==> config.mk <==
export PLATFORM = sky130hd
export DESIGN_NAME = dmem_port_arbiter_flat
export DESIGN_NICKNAME = d
export VERILOG_FILES = /design/src/rtl/dmem_port_arbiter_if.sv /design/src/rtl/dmem_port_arbiter.sv /design/src/flat_wrapper.sv
export SDC_FILE = /design/constraint.sdc
export NUM_CORES = 1
export LEC_CHECK = 0
export ABC_AREA = 1
export BUFFER_PORTS_ARGS = -buffer_cell sky130_fd_sc_hd__buf_2
export CORE_AREA = 2 2 93 95
export CTS_BUF_LIST = sky130_fd_sc_hd__clkbuf_4 sky130_fd_sc_hd__clkbuf_8
export DETAILED_ROUTE_END_ITERATION = 8
export DIE_AREA = 0 0 95 97
export GPL_ROUTABILITY_DRIVEN = 1
export PLACE_DENSITY = 0.78
export SYNTH_ARGS = -nofsm -noshare
export SYNTH_HDL_FRONTEND = slang
export SYNTH_SLANG_ARGS = --single-unit
==> constraint.sdc <==
create_clock -name clk -period 1.4 [get_ports clk]
set_clock_uncertainty 0.15 [all_clocks]
set_input_delay 0.21 -clock clk [delete_from_list [all_inputs] [get_ports clk]]
set_output_delay 0.21 -clock clk [all_outputs]
set_load 0.02 [all_outputs]
==> src/rtl/dmem_port_arbiter_if.sv <==
// Bus bundle between the MEM stage / debug unit and the data memory arbiter.
// The slave modport is the arbiter's view; the master modport is the view of
// whatever drives the requests and models the RAM.
interface dmem_port_arbiter_if #(
   parameter int ADDR_W = 10
) ();

   logic              cpu_re;
   logic              cpu_we;
   logic [1:0]        cpu_size;
   logic              cpu_unsigned;
   logic [ADDR_W-1:0] cpu_addr;
   logic [31:0]       cpu_wdata;
   logic [31:0]       cpu_rdata;
   logic              cpu_rvalid;
   logic              cpu_stall;
   logic              cpu_misalign;

   logic              dbg_req;
   logic              dbg_we;
   logic [ADDR_W-1:0] dbg_addr;
   logic [31:0]       dbg_wdata;
   logic              dbg_gnt;
   logic              dbg_rvalid;
   logic [31:0]       dbg_rdata;

   logic              mem_en;
   logic [3:0]        mem_we;
   logic [ADDR_W-3:0] mem_addr;
   logic [31:0]       mem_wdata;
   logic [31:0]       mem_rdata;

   modport slave (
      input  cpu_re, cpu_we, cpu_size, cpu_unsigned, cpu_addr, cpu_wdata,
      output cpu_rdata, cpu_rvalid, cpu_stall, cpu_misalign,
      input  dbg_req, dbg_we, dbg_addr, dbg_wdata,
      output dbg_gnt, dbg_rvalid, dbg_rdata,
      output mem_en, mem_we, mem_addr, mem_wdata,
      input  mem_rdata
   );

   modport master (
      output cpu_re, cpu_we, cpu_size, cpu_unsigned, cpu_addr, cpu_wdata,
      input  cpu_rdata, cpu_rvalid, cpu_stall, cpu_misalign,
      output dbg_req, dbg_we, dbg_addr, dbg_wdata,
      input  dbg_gnt, dbg_rvalid, dbg_rdata,
      input  mem_en, mem_we, mem_addr, mem_wdata,
      output mem_rdata
   );

endinterface

==> src/rtl/dmem_port_arbiter.sv <==
// Data memory port arbiter: shares one byte-addressable RAM port between the
// pipeline MEM stage (priority) and the debug/loader unit. Steers store byte
// lanes, extracts and extends load data, flags misaligned accesses.
// Optional feature macro DMEM_ARB_STARVE_EN: when defined, a starvation
// counter forces a debug grant (stalling the CPU) after STARVE_LIMIT denied
// cycles. When undefined, debug only gets idle CPU cycles.
module dmem_port_arbiter #(
   parameter int ADDR_W       = 10,
   parameter int STARVE_LIMIT = 8
) (
   input logic                 clk,
   input logic                 reset,
   dmem_port_arbiter_if.slave  bus
);

   typedef enum logic [1:0] {
      OWN_NONE   = 2'd0,
      OWN_CPU_RD = 2'd1,
      OWN_DBG_RD = 2'd2
   } owner_t;

   if (STARVE_LIMIT < 1 || STARVE_LIMIT > 255) begin : g_bad_limit
      $error("dmem_port_arbiter: STARVE_LIMIT must be in 1..255");
   end

   logic        cpu_req;
   logic        size_half;
   logic        size_word;
   logic        misaligned;
   logic        dbg_force;
   logic        dbg_win;
   logic        cpu_win;
   logic        cpu_issue;
   logic [3:0]  cpu_be;
   logic [31:0] cpu_wd;

   owner_t      owner;
   logic [1:0]  resp_size;
   logic        resp_unsigned;
   logic [1:0]  resp_off;
   logic [31:0] load_ext;

   assign cpu_req    = bus.cpu_re | bus.cpu_we;
   assign size_half  = (bus.cpu_size == 2'b01);
   assign size_word  = bus.cpu_size[1];
   assign misaligned = (size_half & bus.cpu_addr[0]) |
                       (size_word & (bus.cpu_addr[1:0] != 2'b00));

`ifdef DMEM_ARB_STARVE_EN
   localparam logic [7:0] LIMIT = 8'(STARVE_LIMIT);

   logic [7:0] starve_cnt;

   // Count consecutive cycles in which a pending debug request was refused.
   always_ff @(posedge clk) begin
      if (!reset) begin
         starve_cnt <= 8'd0;
      end else if (!bus.dbg_req || dbg_win) begin
         starve_cnt <= 8'd0;
      end else if (starve_cnt != 8'hFF) begin
         starve_cnt <= starve_cnt + 8'd1;
      end
   end

   assign dbg_force     = (starve_cnt >= LIMIT);
   assign bus.cpu_stall = cpu_req & dbg_win;
`else
   assign dbg_force     = 1'b0;
   assign bus.cpu_stall = 1'b0;
`endif

   assign dbg_win          = bus.dbg_req & (~cpu_req | dbg_force);
   assign cpu_win          = cpu_req & ~dbg_win;
   assign cpu_issue        = cpu_win & ~misaligned;
   assign bus.dbg_gnt      = dbg_win;
   assign bus.cpu_misalign = cpu_win & misaligned;

   // Byte-lane enables and replicated write data for SB/SH/SW.
   always_comb begin
      cpu_be = 4'b1111;
      cpu_wd = bus.cpu_wdata;
      case (bus.cpu_size)
         2'b00: begin
            cpu_be = 4'b0001 << bus.cpu_addr[1:0];
            cpu_wd = {4{bus.cpu_wdata[7:0]}};
         end
         2'b01: begin
            cpu_be = bus.cpu_addr[1] ? 4'b1100 : 4'b0011;
            cpu_wd = {2{bus.cpu_wdata[15:0]}};
         end
         default: begin
            cpu_be = 4'b1111;
            cpu_wd = bus.cpu_wdata;
         end
      endcase
   end

   // Drive the RAM port from whichever requester won this cycle.
   always_comb begin
      bus.mem_en    = 1'b0;
      bus.mem_we    = 4'b0000;
      bus.mem_addr  = '0;
      bus.mem_wdata = 32'd0;
      if (dbg_win) begin
         bus.mem_en    = 1'b1;
         bus.mem_we    = bus.dbg_we ? 4'b1111 : 4'b0000;
         bus.mem_addr  = bus.dbg_addr[ADDR_W-1:2];
         bus.mem_wdata = bus.dbg_wdata;
      end else if (cpu_issue) begin
         bus.mem_en    = 1'b1;
         bus.mem_we    = bus.cpu_we ? cpu_be : 4'b0000;
         bus.mem_addr  = bus.cpu_addr[ADDR_W-1:2];
         bus.mem_wdata = cpu_wd;
      end
   end

   // Remember who owns next cycle's read word and how to extract it.
   always_ff @(posedge clk) begin
      if (!reset) begin
         owner         <= OWN_NONE;
         resp_size     <= 2'b00;
         resp_unsigned <= 1'b0;
         resp_off      <= 2'b00;
      end else if (dbg_win) begin
         owner         <= bus.dbg_we ? OWN_NONE : OWN_DBG_RD;
         resp_size     <= 2'b10;
         resp_unsigned <= 1'b0;
         resp_off      <= 2'b00;
      end else if (cpu_issue && !bus.cpu_we) begin
         owner         <= OWN_CPU_RD;
         resp_size     <= bus.cpu_size;
         resp_unsigned <= bus.cpu_unsigned;
         resp_off      <= bus.cpu_addr[1:0];
      end else begin
         owner         <= OWN_NONE;
         resp_size     <= 2'b00;
         resp_unsigned <= 1'b0;
         resp_off      <= 2'b00;
      end
   end

   // Pick the byte or half from the returned word and extend it.
   always_comb begin
      load_ext = bus.mem_rdata;
      case (resp_size)
         2'b00: begin
            logic [7:0] b;
            case (resp_off)
               2'b00:   b = bus.mem_rdata[7:0];
               2'b01:   b = bus.mem_rdata[15:8];
               2'b10:   b = bus.mem_rdata[23:16];
               default: b = bus.mem_rdata[31:24];
            endcase
            load_ext = {{24{b[7] & ~resp_unsigned}}, b};
         end
         2'b01: begin
            logic [15:0] h;
            h = resp_off[1] ? bus.mem_rdata[31:16] : bus.mem_rdata[15:0];
            load_ext = {{16{h[15] & ~resp_unsigned}}, h};
         end
         default: load_ext = bus.mem_rdata;
      endcase
   end

   // Responses are suppressed while reset is asserted so nothing leaks out
   // of an access that was in flight when reset arrived.
   assign bus.cpu_rvalid = reset & (owner == OWN_CPU_RD);
   assign bus.dbg_rvalid = reset & (owner == OWN_DBG_RD);
   assign bus.cpu_rdata  = bus.cpu_rvalid ? load_ext : 32'd0;
   assign bus.dbg_rdata  = bus.dbg_rvalid ? bus.mem_rdata : 32'd0;

endmodule

==> src/flat_wrapper.sv <==
// flat-port wrapper written by rule: the top's interface ports become plain ports
module dmem_port_arbiter_flat 
#(
   parameter int ADDR_W       = 10,
   parameter int STARVE_LIMIT = 8
)
  (clk, reset, bus_cpu_re, bus_cpu_we, bus_cpu_size, bus_cpu_unsigned, bus_cpu_addr, bus_cpu_wdata, bus_cpu_rdata, bus_cpu_rvalid, bus_cpu_stall, bus_cpu_misalign, bus_dbg_req, bus_dbg_we, bus_dbg_addr, bus_dbg_wdata, bus_dbg_gnt, bus_dbg_rvalid, bus_dbg_rdata, bus_mem_en, bus_mem_we, bus_mem_addr, bus_mem_wdata, bus_mem_rdata);
  dmem_port_arbiter_if #(.ADDR_W(ADDR_W)) bus_i ();
  input logic clk;
  input logic reset;
  input wire logic [$bits(bus_i.cpu_re)-1:0] bus_cpu_re;
  input wire logic [$bits(bus_i.cpu_we)-1:0] bus_cpu_we;
  input wire logic [$bits(bus_i.cpu_size)-1:0] bus_cpu_size;
  input wire logic [$bits(bus_i.cpu_unsigned)-1:0] bus_cpu_unsigned;
  input wire logic [$bits(bus_i.cpu_addr)-1:0] bus_cpu_addr;
  input wire logic [$bits(bus_i.cpu_wdata)-1:0] bus_cpu_wdata;
  output wire logic [$bits(bus_i.cpu_rdata)-1:0] bus_cpu_rdata;
  output wire logic [$bits(bus_i.cpu_rvalid)-1:0] bus_cpu_rvalid;
  output wire logic [$bits(bus_i.cpu_stall)-1:0] bus_cpu_stall;
  output wire logic [$bits(bus_i.cpu_misalign)-1:0] bus_cpu_misalign;
  input wire logic [$bits(bus_i.dbg_req)-1:0] bus_dbg_req;
  input wire logic [$bits(bus_i.dbg_we)-1:0] bus_dbg_we;
  input wire logic [$bits(bus_i.dbg_addr)-1:0] bus_dbg_addr;
  input wire logic [$bits(bus_i.dbg_wdata)-1:0] bus_dbg_wdata;
  output wire logic [$bits(bus_i.dbg_gnt)-1:0] bus_dbg_gnt;
  output wire logic [$bits(bus_i.dbg_rvalid)-1:0] bus_dbg_rvalid;
  output wire logic [$bits(bus_i.dbg_rdata)-1:0] bus_dbg_rdata;
  output wire logic [$bits(bus_i.mem_en)-1:0] bus_mem_en;
  output wire logic [$bits(bus_i.mem_we)-1:0] bus_mem_we;
  output wire logic [$bits(bus_i.mem_addr)-1:0] bus_mem_addr;
  output wire logic [$bits(bus_i.mem_wdata)-1:0] bus_mem_wdata;
  input wire logic [$bits(bus_i.mem_rdata)-1:0] bus_mem_rdata;
  assign bus_i.cpu_re = bus_cpu_re;
  assign bus_i.cpu_we = bus_cpu_we;
  assign bus_i.cpu_size = bus_cpu_size;
  assign bus_i.cpu_unsigned = bus_cpu_unsigned;
  assign bus_i.cpu_addr = bus_cpu_addr;
  assign bus_i.cpu_wdata = bus_cpu_wdata;
  assign bus_cpu_rdata = bus_i.cpu_rdata;
  assign bus_cpu_rvalid = bus_i.cpu_rvalid;
  assign bus_cpu_stall = bus_i.cpu_stall;
  assign bus_cpu_misalign = bus_i.cpu_misalign;
  assign bus_i.dbg_req = bus_dbg_req;
  assign bus_i.dbg_we = bus_dbg_we;
  assign bus_i.dbg_addr = bus_dbg_addr;
  assign bus_i.dbg_wdata = bus_dbg_wdata;
  assign bus_dbg_gnt = bus_i.dbg_gnt;
  assign bus_dbg_rvalid = bus_i.dbg_rvalid;
  assign bus_dbg_rdata = bus_i.dbg_rdata;
  assign bus_mem_en = bus_i.mem_en;
  assign bus_mem_we = bus_i.mem_we;
  assign bus_mem_addr = bus_i.mem_addr;
  assign bus_mem_wdata = bus_i.mem_wdata;
  assign bus_i.mem_rdata = bus_mem_rdata;
  dmem_port_arbiter #(.ADDR_W(ADDR_W), .STARVE_LIMIT(STARVE_LIMIT)) u_core (.clk(clk), .reset(reset), .bus(bus_i));
endmodule
==> implementation parameters, run 1 <==
Parameter                              Value

Worst setup path
  Biggest fanout along the worst timing path    9
  Arrival time of data at the critical path endpoint    approximately 1.7 ns
  Launching element type of the critical path    flop
  Required time at the endpoint of the critical path    roughly 1.0 ns
  Kind of capture point of the worst setup path    primary output
  Critical path class    flop to primary output

Detailed routing
  Total routed wirelength    ~17,000 um
  DR vias    about 4,600
  Starting DRC count in detailed routing    about 240
  Post-DRT Antenna Nets    0
  Routed length per instance    20.7 um
  Number of detailed-routing iterations run before antenna repair    5
  Post-detailed-route via-to-cell ratio    approximately 5.5
  DRC viols    0

Floorplan
  Boundary Pins    ~240
  Total die area    slightly above 9000 um2
  Die Wd    roughly 95 um
  Die Span Y    97 um
  Initial Utilization    a little over a quarter
  Number of standard-cell rows in the floorplan    33
  Placeable core region    approximately 8100 um2

Yosys
  Count of cell types in the netlist    34
  Biggest area consumer among synthesized cells    sky130_fd_sc_hd__nand2_1
  Mapped Area    2230 um2
  Leading cell types by total area after synthesis    sky130_fd_sc_hd__nand2_1, sky130_fd_sc_hd__nor2_1, sky130_fd_sc_hd__inv_1, sky130_fd_sc_hd__o21ai_0, sky130_fd_sc_hd__o21ai_2
  Synthesized instance count    424
  Count of yosys warnings during synthesis    0
  Seq/Total Area, Yosys    6.29%
  Synth Register Bits    7
  Share of the synthesized area in the top cell type    18.4%
  Syn nets    549
  Synthesized area divided by synthesized cell count    around 5.3 um2

Finish
  NumNets Final    ~860
  Share of layout cells above drive strength 1    71.8%
  Fin area    between 6000 and 7000 um2
  Most common cell after layout, fill and taps aside    sky130_fd_sc_hd__buf_6
  Syn-to-layout area delta    181%
  Top library cells by usage in the layout, fill and taps aside    sky130_fd_sc_hd__buf_6, sky130_fd_sc_hd__buf_2, sky130_fd_sc_hd__nand2_1
  Share of the core filled with cells    roughly three quarters
  Antenna cell count    0

Outcome
  Violations in the final reports    negative setup slack
  Status    finished with violations

Placed design
  Post-Place Setup Slack    -0.413 ns
  HPWL reported at the end of detailed placement    ~9700 um
  Number of buffers inserted by port buffering    between 200 and 250
  Instance area at placement    roughly 4400 um2
  RePlAce Congestion    ~0.93

Timing
  Fin. max-slew vios    0
  Unrepaired setup endpoints after global routing    true
  Hold_ws    roughly 0.054 ns
  Final count of hold timing violations    0
  Period Utilization, post-route    149%
  Final Setup Violations    around 110
  Top achievable clock speed    between 400 and 500 MHz
  Smallest setup slack after layout    -0.684 ns
  Min Tclk post-route    ~2.1 ns

Clocking
  Clock sink count    7
  Largest buffer count on any clock path    2
  CTS tree    yes
  CTS root buf    sky130_fd_sc_hd__clkbuf_8
  Count of H-tree levels built during CTS    1
  Number of buffers added by the clock tree synthesis step    3
  Clock-pin slew of the registers on the worst-case setup and hold paths    about 0.040 ns
  CTS Hold Buffers Added    0

Power
  Areal power density over the cells    395 nW/um2
  Leakage power figure    3.09 nW
  Worst vdd ir    between 0.2 and 0.3 mV

Global route
  First-pass GRT wire length    around 23,000 um
  Overflow left after global routing    0
  Largest net degree at the start of global routing    29
  Number of global-route vias before repair    approximately 4,500
  Number of antenna violations at the first check in global routing    0
  Total track usage    32.4%

Hold path
  Worst Hold Endpoint    u_core.resp_unsigned$_SDFF_PP0_
  Hold Crit Depth    3
  Hold Crit Class    input pin to flop
  HP Start    bus_cpu_unsigned

Job
  Number of maximum-capacitance violations    0
## cells in the mapped netlist, drive strengths merged
master  number
o31ai        2
clkbuf       7
a21oi        4
conb         1
nand3b       1
nor3         2
o21ai       62
o221ai       2
a31oi        4
o21a         1
nand2      110
o22ai        9
or2          3
o211ai       2
nand3       19
inv         70
a22o         8
nor2        93
buf         17
dfxtp        7
## flip-flops by register name (all words and copies together), names as in the netlist
name and count:
u_core.resp_off 2, u_core.resp_unsigned 1, u_core.owner 2, u_core.resp_size 2
## worst max path at each step
stage	from	to	slack, ns
after global placement	u_core.resp_size[1]$_SDFF_PN0_	bus_cpu_rdata[16]	-0.37
after CTS	u_core.resp_off[1]$_SDFF_PP0_	bus_cpu_rdata[27]	-0.46
after detailed placement	u_core.resp_size[1]$_SDFF_PN0_	bus_cpu_rdata[16]	-0.41
after global routing	u_core.resp_off[1]$_SDFF_PP0_	bus_cpu_rdata[12]	-0.71
after floorplan	u_core.resp_size[1]$_SDFF_PN0_	bus_cpu_rdata[21]	-0.19
final	u_core.resp_off[1]$_SDFF_PP0_	bus_cpu_rdata[12]	-0.68
## layout make-up
| type | count | area (um2) |
|---|---|---|
| flip-flops and latches | 7 | 153 |
| fillers | 461 | 1870 |
| clock inverters | 1 | 5.00 |
| inverters | 70 | 295 |
| clock buffers | 3 | 41.3 |
| well taps | 105 | 131 |
| multi-input cells | 324 | 2700 |
| repair buffers | 330 | 2930 |
## routing by layer
layer	global-route usage, %	part of all wire (%)	vias up
li1	-	-	1968
met1	32.1	30	2076
met2	59.7	50	420
met3	6.62	11	128
met4	20.5	8.6	0
met5	0	0	-
## kinds of logic (layout without fill, tap and decap cells)
logic type	Yosys count	count (layout)	synth area share, %
buffers and inverters	94	404	19.5
flip-flops	7	7	6.28
AO/OA/AOI/OAI	94	94	27.5
other	1	1	0.168
AND/OR/NAND/NOR	228	229	46.6
## report_power, final
part           switching (mW)  internal (mW)
registers              0.0109          0.205
clock network          0.0989          0.194
logic                    1.06          0.905
total                    1.17           1.30
## per-stage QoR
stage,instances,power (mW),setup TNS (ns)
floorplan,424,1.00,-8.95
global placement,813,1.58,-21.60
detailed placement,813,1.61,-24.64
CTS,832,2.24,-31.14
global route,840,2.56,-40.08
finish,840,2.47,-36.41
## repair_timing
item | in CTS | in global routing
gates cloned | 6 | 1
resized for setup | 349 | 120
pin swaps | 22 | 32
setup buffers | 9 | 12
setup endpoints to repair | 112 | 111
## worst max-delay path: stages (launching register included)
cell                      delay, ns
sky130_fd_sc_hd__dfxtp_4       0.43
sky130_fd_sc_hd__buf_12        0.17
sky130_fd_sc_hd__nand2_1       0.20
sky130_fd_sc_hd__o21ai_4       0.15
sky130_fd_sc_hd__nand2_1       0.11
sky130_fd_sc_hd__nand3_2       0.08
sky130_fd_sc_hd__nand2_1       0.07
sky130_fd_sc_hd__inv_1         0.12
sky130_fd_sc_hd__buf_6         0.14
(Power assumes the default switching activity.)
==> run 2, diff against run 1 <==
- ABC_AREA: 1 -> default
- CORE_AREA: 2 2 93 95 -> 2 2 92 94
- DIE_AREA: 0 0 95 97 -> 0 0 94 96
- PLACE_DENSITY: 0.78 -> 0.77
==> run 2 against run 1 <==
Effect of this change:
- the run still ends with negative setup slack left
- fmax down 3.4%
- count of clock-buffer cells in the layout increased by 1
- hold slack better by 0.0083 ns
- synthesized cell count fell by 25%
- largest power group unchanged
- first-iteration DRC count is 46% lower
==> implementation parameters, run 2 <==
Parameter                              Value

Yosys
  Leading cell types by count after synthesis    sky130_fd_sc_hd__nand2_1, sky130_fd_sc_hd__o21ai_0, sky130_fd_sc_hd__and2_1
  Count of cell types in the netlist    41 (+21%)
  Ys flop type    sky130_fd_sc_hd__dfxtp_1
  Number of synthesized flops with an enable pin    0 (unchanged)
  Syn nets    445 (-19%)
  Synthesized area divided by synthesized cell count    6.33 um2 (+20%)
  Share of the synthesized area in the top cell type    13.3% (-5.0 points)
  Biggest area consumer among synthesized cells    sky130_fd_sc_hd__nand2_1
  Count of yosys warnings during synthesis    0 (unchanged)
  Seq/Total Area, Yosys    6.91% (+0.63 points)
  Share of flip-flops with an asynchronous set or reset    0% (unchanged)
  Leading cell types by total area after synthesis    sky130_fd_sc_hd__nand2_1, sky130_fd_sc_hd__mux2i_1, sky130_fd_sc_hd__o21ai_0, sky130_fd_sc_hd__and2_1, sky130_fd_sc_hd__a22o_1
  Synth Register Bits    7 (unchanged)
  Cell with the most instances after synthesis    sky130_fd_sc_hd__nand2_1
  Synthesized instance count    320 (-25%)
  Mapped Area    2030 um2 (-9.1%)

Placed design
  Instance count after placement with tap cells included    690 (-15%)
  Number of buffers inserted by port buffering    235 (unchanged)
  Instance area at placement    4310 um2 (-2.1%)
  HPWL reported at the end of detailed placement    9570 um (-1.2%)
  RePlAce Congestion    0.927 (-0.73%)

Finish
  Fin area    6160 um2 (-1.7%)
  NumNets Final    750 (-13%)
  Top library cells by usage in the layout, fill and taps aside    sky130_fd_sc_hd__buf_6, sky130_fd_sc_hd__buf_2, sky130_fd_sc_hd__nand2_1
  Most common cell after layout, fill and taps aside    sky130_fd_sc_hd__buf_6
  Number of standard cells in the final layout excluding fillers    729 (-13%)
  Largest registers ranked by flip-flop count    u_core.owner x2, u_core.resp_off x2, u_core.resp_size x2
  Share of layout cells above drive strength 1    80.3% (+8.5 points)
  Syn-to-layout area delta    204%
  Antenna cell count    0 (unchanged)

Detailed routing
  Routed length per instance    21.1 um (+1.9%)
  Post-detailed-route via-to-cell ratio    5.41 (-1.0%)
  Number of detailed-routing iterations run before antenna repair    4 (-1)
  DRC viols    0 (unchanged)
  DR vias    3,945 (-14%)
  Total routed wirelength    15,400 um (-12%)
  Post-DRT Antenna Nets    0 (unchanged)
  Starting DRC count in detailed routing    131 (-46%)

Global route
  First-pass GRT wire length    21,800 um (-6.4%)
  Number of global-route vias before repair    4,080 (-9.9%)
  Overflow left after global routing    0 (unchanged)
  Largest net degree at the start of global routing    22 (-24%)
  Number of antenna violations at the first check in global routing    0 (unchanged)
  Total track usage    31.2% (-1.2 points)

Floorplan
  Die Wd    94 um (-1.1%)
  Total die area    9020 um2 (-2.1%)
  Initial Utilization    25.2% (-2.2 points)
  Boundary Pins    239 (unchanged)
  Number of standard-cell rows in the floorplan    33 (unchanged)
  Die Span Y    96 um (-1.0%)
  Placeable core region    8050 um2 (-1.0%)

Clocking
  Clock-pin slew of the registers on the worst-case setup and hold paths    0.04 ns (about the same)
  Clock sink count    7 (unchanged)
  CTS root buf    sky130_fd_sc_hd__clkbuf_8
  CTS tree    yes
  Number of buffers added by the clock tree synthesis step    3 (unchanged)
  Largest buffer count on any clock path    2 (unchanged)
  Count of H-tree levels built during CTS    1 (unchanged)
  CTS Hold Buffers Added    0 (unchanged)

Power
  Internal power    1.35 mW (+3.2%)
  Switching power summed over all nets    0.980 mW (-16%)
  Proportion of power drawn by combinational gates    78.5% (-0.9 points)
  Worst vdd ir    0.276 mV (+2.8%)
  Final total power    2.33 mW (-5.9%)
  Proportion of power drawn by flip-flops and latches    9.0% (+0.3 points)
  Clock network fraction of total power    12.5% (+0.7 points)
  Areal power density over the cells    378 nW/um2 (-4.3%)
  Leakage power figure    2.93 nW (-5.2%)
  Switching portion of total power    42.1% (-5.1 points)

Worst setup path
  Critical path depth    7 (-1)
  Required time at the endpoint of the critical path    1.04 ns (about the same)
  Arrival time of data at the critical path endpoint    1.80 ns (+0.08 ns)
  Slowest library cell on the worst path    sky130_fd_sc_hd__dfxtp_4
  Critical path class    flop to primary output
  Biggest fanout along the worst timing path    5 (-4)
  Cell type with the highest occurrence count on the critical path    sky130_fd_sc_hd__buf_12
  Slowest Stage Delay on Critical Path    0.38 ns (-0.05 ns)
  Kind of capture point of the worst setup path    primary output
  CP top delay family    compound AO/OA/AOI/OAI gates
  Ordered cell list for the critical path    mux2i_4 > o22ai_4 > o2111ai_4 > buf_12 > buf_12 > nand2_2 > buf_6
  Launching element type of the critical path    flop
  Total buffers and inverters traversed by the critical path    3 (unchanged)

Hold path
  Hold Crit Class    input pin to flop
  Hold Crit Depth    2 (-1)
  Worst Hold Endpoint    u_core.resp_unsigned$_SDFF_PP0_
  HP Start    bus_cpu_unsigned

Timing
  Fin. max-slew vios    0 (unchanged)
  Top achievable clock speed    464 MHz (-3.4%)
  Unrepaired setup endpoints after global routing    true
  Hold_ws    0.0621 ns (+0.00832 ns)
  Final Setup Violations    115 (+3.6%)
  Final count of hold timing violations    0 (unchanged)
  Smallest setup slack after layout    -0.757 ns (-0.0731 ns)
  Post-route setup TNS    -47.70 ns (-11.29 ns)
  Min Tclk post-route    2.16 ns (+0.0731 ns)
  Period Utilization, post-route    154% (+5.2 points)

Outcome
  Violations in the final reports    negative setup slack
  Status    finished with violations

Job
  Number of maximum-capacitance violations    0 (unchanged)
run 2: changes by cell type in the layout (fill, tap and decap cells not counted), moves of 11 or more:
cell	change
sky130_fd_sc_hd__a22o_4	+11
sky130_fd_sc_hd__and2_4	+26
sky130_fd_sc_hd__buf_4	-17
sky130_fd_sc_hd__inv_1	-44
sky130_fd_sc_hd__mux2i_1	+19
sky130_fd_sc_hd__nand2_1	-28
sky130_fd_sc_hd__nor2_1	-24
sky130_fd_sc_hd__nor2_4	-41
sky130_fd_sc_hd__o21ai_2	-15
run 2: cell type report:
class	count	area, um2
Timing Repair Buffer	327	3030
Multi-Input combinational cell	277	2760
Fill cell	471	1900
Sequential cell	7	151
Tap cell	105	131
Clock buffer	4	48.8
Inverter	9	38.8
run 2: power groups by stage:
stage	sequential, mW	clock (mW)	combinational, mW
after detailed placement	0.214	0	1.29
after global routing	0.211	0.310	1.89
after floorplan	0.214	0	0.720
final	0.210	0.291	1.82
after global placement	0.214	0	1.27
after CTS	0.210	0.297	1.75
run 2: how the worst max path moves through the flow:
stage,slack [ns],end,start
final,-0.76,bus_cpu_rdata[17],u_core.resp_off[0]$_SDFF_PP0_
after global routing,-0.78,bus_cpu_rdata[17],u_core.resp_off[0]$_SDFF_PP0_
after CTS,-0.70,bus_cpu_rdata[26],u_core.resp_off[1]$_SDFF_PP0_
after detailed placement,-0.50,bus_cpu_rdata[24],u_core.resp_off[0]$_SDFF_PP0_
after global placement,-0.47,bus_mem_wdata[31],bus_cpu_size[1]
after floorplan,-0.33,bus_cpu_rdata[23],u_core.resp_off[1]$_SDFF_PP0_
run 2: timing repair:
action / CTS / global route
gates cloned: 8 / 1
pin swaps: 38 / 35
gates resized for setup: 343 / 67
buffers inserted: 24 / 15
setup endpoints to repair: 113 / 119
run 2: stage by stage:
step           util [%]  setup slack, ns
6_report           76.5           -0.757
2_1_floorplan         -           -0.327
3_3_place_gp       53.5           -0.467
5_1_grt            76.5           -0.783
4_1_cts            74.3           -0.704
3_5_place_dp       53.5           -0.501
run 2: logic make-up after synthesis:
logic type	count (synthesis)	share of synthesized area, %
flip-flops	7	6.91
AO/OA/AOI/OAI	92	30.7
XOR/XNOR	3	1.30
other	1	0.185
multiplexers	34	17.3
buffers and inverters	36	9.20
AND/OR/NAND/NOR	147	34.4
run 2: routing by layer:
metal  up-vias  part of all wire (%)  global-route usage (%)
li1       1733                     -                       -
met1      1832                    31                    30.0
met2       307                    52                    61.1
met3        73                    10                    6.97
met4         0                   6.1                    17.3
met5         -                     0                       0
